--- src/rtl/hash_verifier.sv ---
// Checks submitted hash attempts against the live hash (or the one just before it),
// counting consecutive failures and holding a timed lockout after too many.
module hash_verifier #(
    parameter int MAX_FAILS   = 3,
    parameter int LOCK_CYCLES = 16
) (
    input  logic        clk,
    input  logic        rst_n,
    input  logic [15:0] cur_hash,
    input  logic        try_valid,
    input  logic [15:0] try_hash,
    output logic        try_ready,
    output logic        grant,
    output logic        deny,
    output logic        locked,
    output logic [3:0]  fail_count
);

    typedef enum logic [1:0] {IDLE, CHECK, LOCKED} state_t;

    localparam logic [4:0] MAX_FAILS_W = 5'(MAX_FAILS);
    localparam logic [3:0] MAX_FAILS_C = 4'(MAX_FAILS);
    localparam logic [7:0] LOCK_INIT   = 8'(LOCK_CYCLES);

    state_t      state;
    logic [15:0] attempt_reg;
    logic [15:0] last_seen;
    logic [15:0] prev_hash;
    logic        prev_valid;
    logic        seen_loaded;
    logic [7:0]  lock_ctr;
    logic        match;
    logic [4:0]  next_fails;

    assign try_ready  = rst_n && (state == IDLE);
    assign match      = (attempt_reg == cur_hash) || (prev_valid && (attempt_reg == prev_hash));
    assign next_fails = {1'b0, fail_count} + 5'd1;

    // The reset value of last_seen is not a real hash, so the first change only loads it.
    always_ff @(posedge clk or negedge rst_n) begin
        if (!rst_n) begin
            last_seen   <= 16'h0000;
            prev_hash   <= 16'h0000;
            prev_valid  <= 1'b0;
            seen_loaded <= 1'b0;
        end else if (cur_hash != last_seen) begin
            last_seen   <= cur_hash;
            seen_loaded <= 1'b1;
            if (seen_loaded) begin
                prev_hash  <= last_seen;
                prev_valid <= 1'b1;
            end
        end
    end

    always_ff @(posedge clk or negedge rst_n) begin
        if (!rst_n) begin
            state       <= IDLE;
            attempt_reg <= 16'h0000;
            grant       <= 1'b0;
            deny        <= 1'b0;
            locked      <= 1'b0;
            fail_count  <= 4'd0;
            lock_ctr    <= 8'd0;
        end else begin
            grant <= 1'b0;
            deny  <= 1'b0;
            case (state)
                IDLE: begin
                    if (try_valid) begin
                        attempt_reg <= try_hash;
                        state       <= CHECK;
                    end
                end
                CHECK: begin
                    if (match) begin
                        grant      <= 1'b1;
                        fail_count <= 4'd0;
                        state      <= IDLE;
                    end else if (next_fails < MAX_FAILS_W) begin
                        deny       <= 1'b1;
                        fail_count <= next_fails[3:0];
                        state      <= IDLE;
                    end else begin
                        deny       <= 1'b1;
                        fail_count <= MAX_FAILS_C;
                        locked     <= 1'b1;
                        lock_ctr   <= LOCK_INIT;
                        state      <= LOCKED;
                    end
                end
                LOCKED: begin
                    if (lock_ctr <= 8'd1) begin
                        locked     <= 1'b0;
                        fail_count <= 4'd0;
                        lock_ctr   <= 8'd0;
                        state      <= IDLE;
                    end else begin
                        lock_ctr <= lock_ctr - 8'd1;
                    end
                end
                default: state <= IDLE;
            endcase
        end
    end

endmodule

--- config.mk ---
export PLATFORM = sky130hd
export DESIGN_NAME = hash_verifier
export DESIGN_NICKNAME = d
export VERILOG_FILES = /design/src/rtl/hash_verifier.sv
export SDC_FILE = /design/constraint.sdc
export NUM_CORES = 1
export LEC_CHECK = 0
export BUFFER_PORTS_ARGS = -buffer_cell sky130_fd_sc_hd__buf_2
export CAP_MARGIN = 10
export CELL_PAD_IN_SITES_DETAIL_PLACEMENT = 1
export CELL_PAD_IN_SITES_GLOBAL_PLACEMENT = 1
export CORE_ASPECT_RATIO = 1.2
export CORE_MARGIN = 2
export CORE_UTILIZATION = 35
export CTS_CLUSTER_DIAMETER = 150
export DETAILED_ROUTE_END_ITERATION = 8
export PLACE_DENSITY = 0.68
export SYNTH_ARGS = -nofsm -noshare
export SYNTH_HDL_FRONTEND = slang
export SYNTH_SLANG_ARGS = --single-unit
--- constraint.sdc ---
create_clock -name clk -period 2 [get_ports clk]
set_input_delay 0.1 -clock clk [delete_from_list [all_inputs] [get_ports clk]]
set_output_delay 0.1 -clock clk [all_outputs]
set_load 0.05 [all_outputs]
# Yosys cells after proc, flatten, opt, wreduce, memory -nomap -nowiden
# Cells that the tools add are included.
# word_totals
ff_bits,67
wordCells,56
inputBits,35
out_inout_bits,8
# classes
eq_ne,9
magnitude_cmp,2
n_reduce_logical,11
add_sub_neg,2
mux,21
# op_table
op,n
equality test 16 bit,2
two-way mux 8 bit,3
inequality test 16 bit,1
case mux 8 bit (2 select lines),1
two-way mux 4 bit,3
<= comparator 8 x 1 -> 1 bit (second input constant),1
two-way mux 2 bit,4
inequality test 2 bit (second input constant),4
case mux 4 bit (2 select lines),1
AND reduction 2 bit,4
subtractor 8 x 1 -> 8 bit (second input constant),1
two-way mux 1 bit,7
case mux 2 bit (3 select lines),1
adder 4 x 1 -> 5 bit (second input constant),1
< comparator 5 x 2 -> 1 bit (second input constant),1
AND reduction 4 bit,1
AND reduction 3 bit,1
equality test 2 x 1 -> 1 bit (second input constant),1
equality test 2 bit (second input constant),1
logical AND 1 bit,2
logical NOT 2 bit,1
case mux 1 bit (2 select lines),1
nonzero test 2 bit,1
logical OR 1 bit,1

# Longest topological paths before layout
# depth
ltp_word,5
mapped_depth,8
ltp_nobuf,7

# Worst setup path before layout
# Ideal clock, no wire load.
# synth_timing
path_type,reg2reg
start,register fail_count[0]
end,register lock_ctr[7]
path_buffers,1
t_arrival_ns,1.910
setup_slack_ns,-0.036
required_time_ns,1.874
path_stages_with_launch,9
setup_time_ns,0.126
period_less_slack_ns,2.036
path_cell_list,dfrtp_1 ha_1 nand2_1 a21oi_1 o21bai_1 a21oi_1 or2_1 buf_2 a311o_1
# synth_between
elab_chain_len,4
# synth_rtl
element,line_no,rtl
from (decl),16,output logic [3:0] fail_count
from (signal assigned),82,fail_count <= next_fails[3:0];
adder 4 x 1 -> 5 bit,37,"assign next_fails = {1'b0, fail_count} + 5'd1;"
< comparator 5 x 2 -> 1 bit,80,end else if (next_fails < MAX_FAILS_W) begin
inequality test 2 bit (no source line),n/a,
AND reduction 3 bit (no source line),n/a,
to (signal assigned),99,lock_ctr <= lock_ctr - 8'd1;
to (decl),31,logic [7:0] lock_ctr;
# Every way passes these cells.
# A chain may end at the register's enable or synchronous reset.

# Worst setup path after layout
# layout_timing
start,register lock_ctr[4]
end,register lock_ctr[3]
# layout_between
elab_chain_len,3
# layout_rtl
element,line_no,rtl
<= comparator 8 x 1 -> 1 bit,93,if (lock_ctr <= 8'd1) begin
two-way mux 8 bit,93,
case mux 8 bit (2 select lines),68,case (state)
# Every way passes these cells.

==> flow_summary.ini <==
[cts]
clkSinkCount = 67
cts_root_buf = clkbuf_8
cts_buffers = 9
insertion_delay_ps = 340
clockBufferDepth = 2
htreeDepth = 3
path_clk_slew_ps = 70
cts_tree = yes

[critical_path]
crit_start = lock_ctr[4]
critPathBufInv = 0
timing.rr.start = lock_ctr[4]
cpMaxStageDelayCell = or4_4
critPathArrivalTime_ps = 2150
r2r_cells = 5
cpPeakStageDelay_ps = 550
crit_end = lock_ctr[3]
start_kind = register
timing.rr.end = lock_ctr[3]
worstPathRequired_ps = 2220
setup.worst_path.class = register to register
r2r_slack_ps = 70
worst-path-stages = 5
critPathTopFamily = simple AND/OR/NAND/NOR gates
end_kind = register
path_max_fanout = 7
cp_cell_sequence = or4_4, nor4_4, nand2b_4, nor3_1, a311o_1

[routing]
drt_pass1_iterations = 3
routed.top_layer = met4
num_vias = 2100
wl_mm = 6.81
avgViaCountPerCell = 4.63
drt-initial-drc-count = 72
routedWlPerCell_microns = 15.0
drc = 0
wl_met1_mm = 2.87
met3WireLength_microns = 169
ant_nets = 0
wl_met2_mm = 3.64

[synth]
synthCells = 252
yosysSeqAreaShare = 0.549
synth_edf_count = 0
ys_warn_count = 0
postSynthRegisterBits = 67
synth.net_count = 290
synth.distinct_cells = 33
async_flop_share = 1.00
postSynthAreaPerCell_sq_um = 12.1
synthFlopType = dfrtp_1
synth_area_sq_mm = 0.00306

[final_layout]
fill_cells = 952
final_core_util = 0.472
mostFrequentLayoutCells = dfrtp_1 (65), buf_2 (42), mux2_2 (32), xnor2_1 (29), dlygate4sd3_1 (28)
n_antenna_cell = 0
drive_gt1_frac = 0.359
multi_input_area_sq_mm = 0.00134
mostFrequentLayoutCell = dfrtp_1
fin_nets = 370
area.sequential_sq_mm = 0.00168
area_growth_pct = 31.6

[sta]
max_freq_mhz = 517
max_slew_margin = 0.731
holdWs_ps = 9.91
skew_ps = 8.90
tightestPinTransition_ps = 400
rsz0062_at_grt = no
min_period_over_period = 0.967
finalMaxSlewViolations = 0
period_minus_slack_ps = 1930
setup_viol = 0
setup_tns_ps = 0
hold_viol = 0

[floorplan]
core-area_sq_mm = 0.00852
die_area_sq_mm = 0.00950
start_util = 0.359
rows = 37
dieWidth_microns = 89.3
die_h_microns = 106
io_pins = 43

[global_routing]
grt_pass1_vias = 2320
grt_antenna_before_repair = 0
grt_first_pass_wirelength_mm = 11.4
grt_max_degree = 68
grt-ovfl-total = 0
grt.total_usage = 0.160

[pwr]
p_leak_nw = 1.74
p_per_area_mw_per_mm2 = 1190
ir_drop_uv = 773

[job]
maxCapViolCount = 0

[placed_design]
dp_hpwl_mm = 4.84
numPortBuffers = 42
gp_congestion = 0.744

[outcome]
outcome = finished, final reports clean

[worst_hold_path]
hp-class = input pin to register
worst min path at each step:
stage / from / end / slack [ps] / cells after the start
floorplan: rst_n / attempt_reg[0] / -200 / 0
global placement: rst_n / lock_ctr[2] / 190 / 2
detailed placement: rst_n / lock_ctr[2] / 190 / 2
CTS: try_hash[5] / attempt_reg[5] / 0.7 / 2
global route: try_hash[8] / attempt_reg[8] / 3 / 2
finish: try_hash[5] / attempt_reg[5] / 10 / 2
per-layer routing:
metal / up-vias / track usage
met5: - / 0
met4: 0 / 0.0640
met3: 11 / 0.0295
met2: 34 / 0.273
met1: 1039 / 0.195
li1: 1016 / -
layout make-up:
type / count / area share
flip-flops and latches: 67 / 0.418
multi-input cells: 159 / 0.332
repair buffers: 89 / 0.161
clock buffers: 14 / 0.0380
well taps: 117 / 0.0364
clock inverters: 2 / 0.00871
inverters: 6 / 0.00560
power breakdown:
group	switching (mW)	leakage, nW	internal [mW]	total, mW
clock	0.488	0.0947	0.611	1.10
combinational	0.854	0.856	0.873	1.73
sequential	0.298	0.791	1.67	1.97
total	1.64	1.74	3.15	4.79
cell families after synthesis:
| kind of cell | Yosys count | share of synthesized area |
|---|---|---|
| DFF | 67 | 0.549 |
| and+or+nand+nor | 56 | 0.102 |
| xor gates and xnor gates | 50 | 0.143 |
| muxes | 33 | 0.121 |
| buffers and inverters | 26 | 0.0340 |
| AOI/OAI and AO/OA | 17 | 0.0389 |
| adders and majority gates | 3 | 0.0123 |
repair_timing:
| action | in CTS | in global routing |
|---|---|---|
| hold endpoints to repair | 94 | 0 |
| pin swaps | 7 | 5 |
| endpoints found under the setup margin | 5 | 26 |
| setup buffers | 3 | 1 |
| resized for setup | 7 | 6 |
| hold buffers | 28 | 0 |
cells in the mapped netlist (4+ instances only):
cell type   n  area [sq um]
nand4_1     8          50.1
nor2_1      7          26.3
dfrtp_1    67          1680
o22ai_1     4          25.0
inv_1       6          22.5
xor2_1     20           175
xnor2_1    30           263
nand2_1    11          41.3
mux2_2     32           360
clkbuf_1   17          63.8
nor4_1      8          50.1
nand2b_1    6          37.5
stage by stage:
step	cells	cell area (sq um)	setup WS [ps]	power (mW)
after floorplan	252	3060	70.1	3.05
after detailed placement	406	3460	-61.1	3.57
after CTS	453	3980	43.2	4.81
after global routing	454	4020	0.873	5.13
final	454	4020	65.2	4.79
after global placement	406	3460	-32.5	3.51
Power figures use the tool's default switching activity.
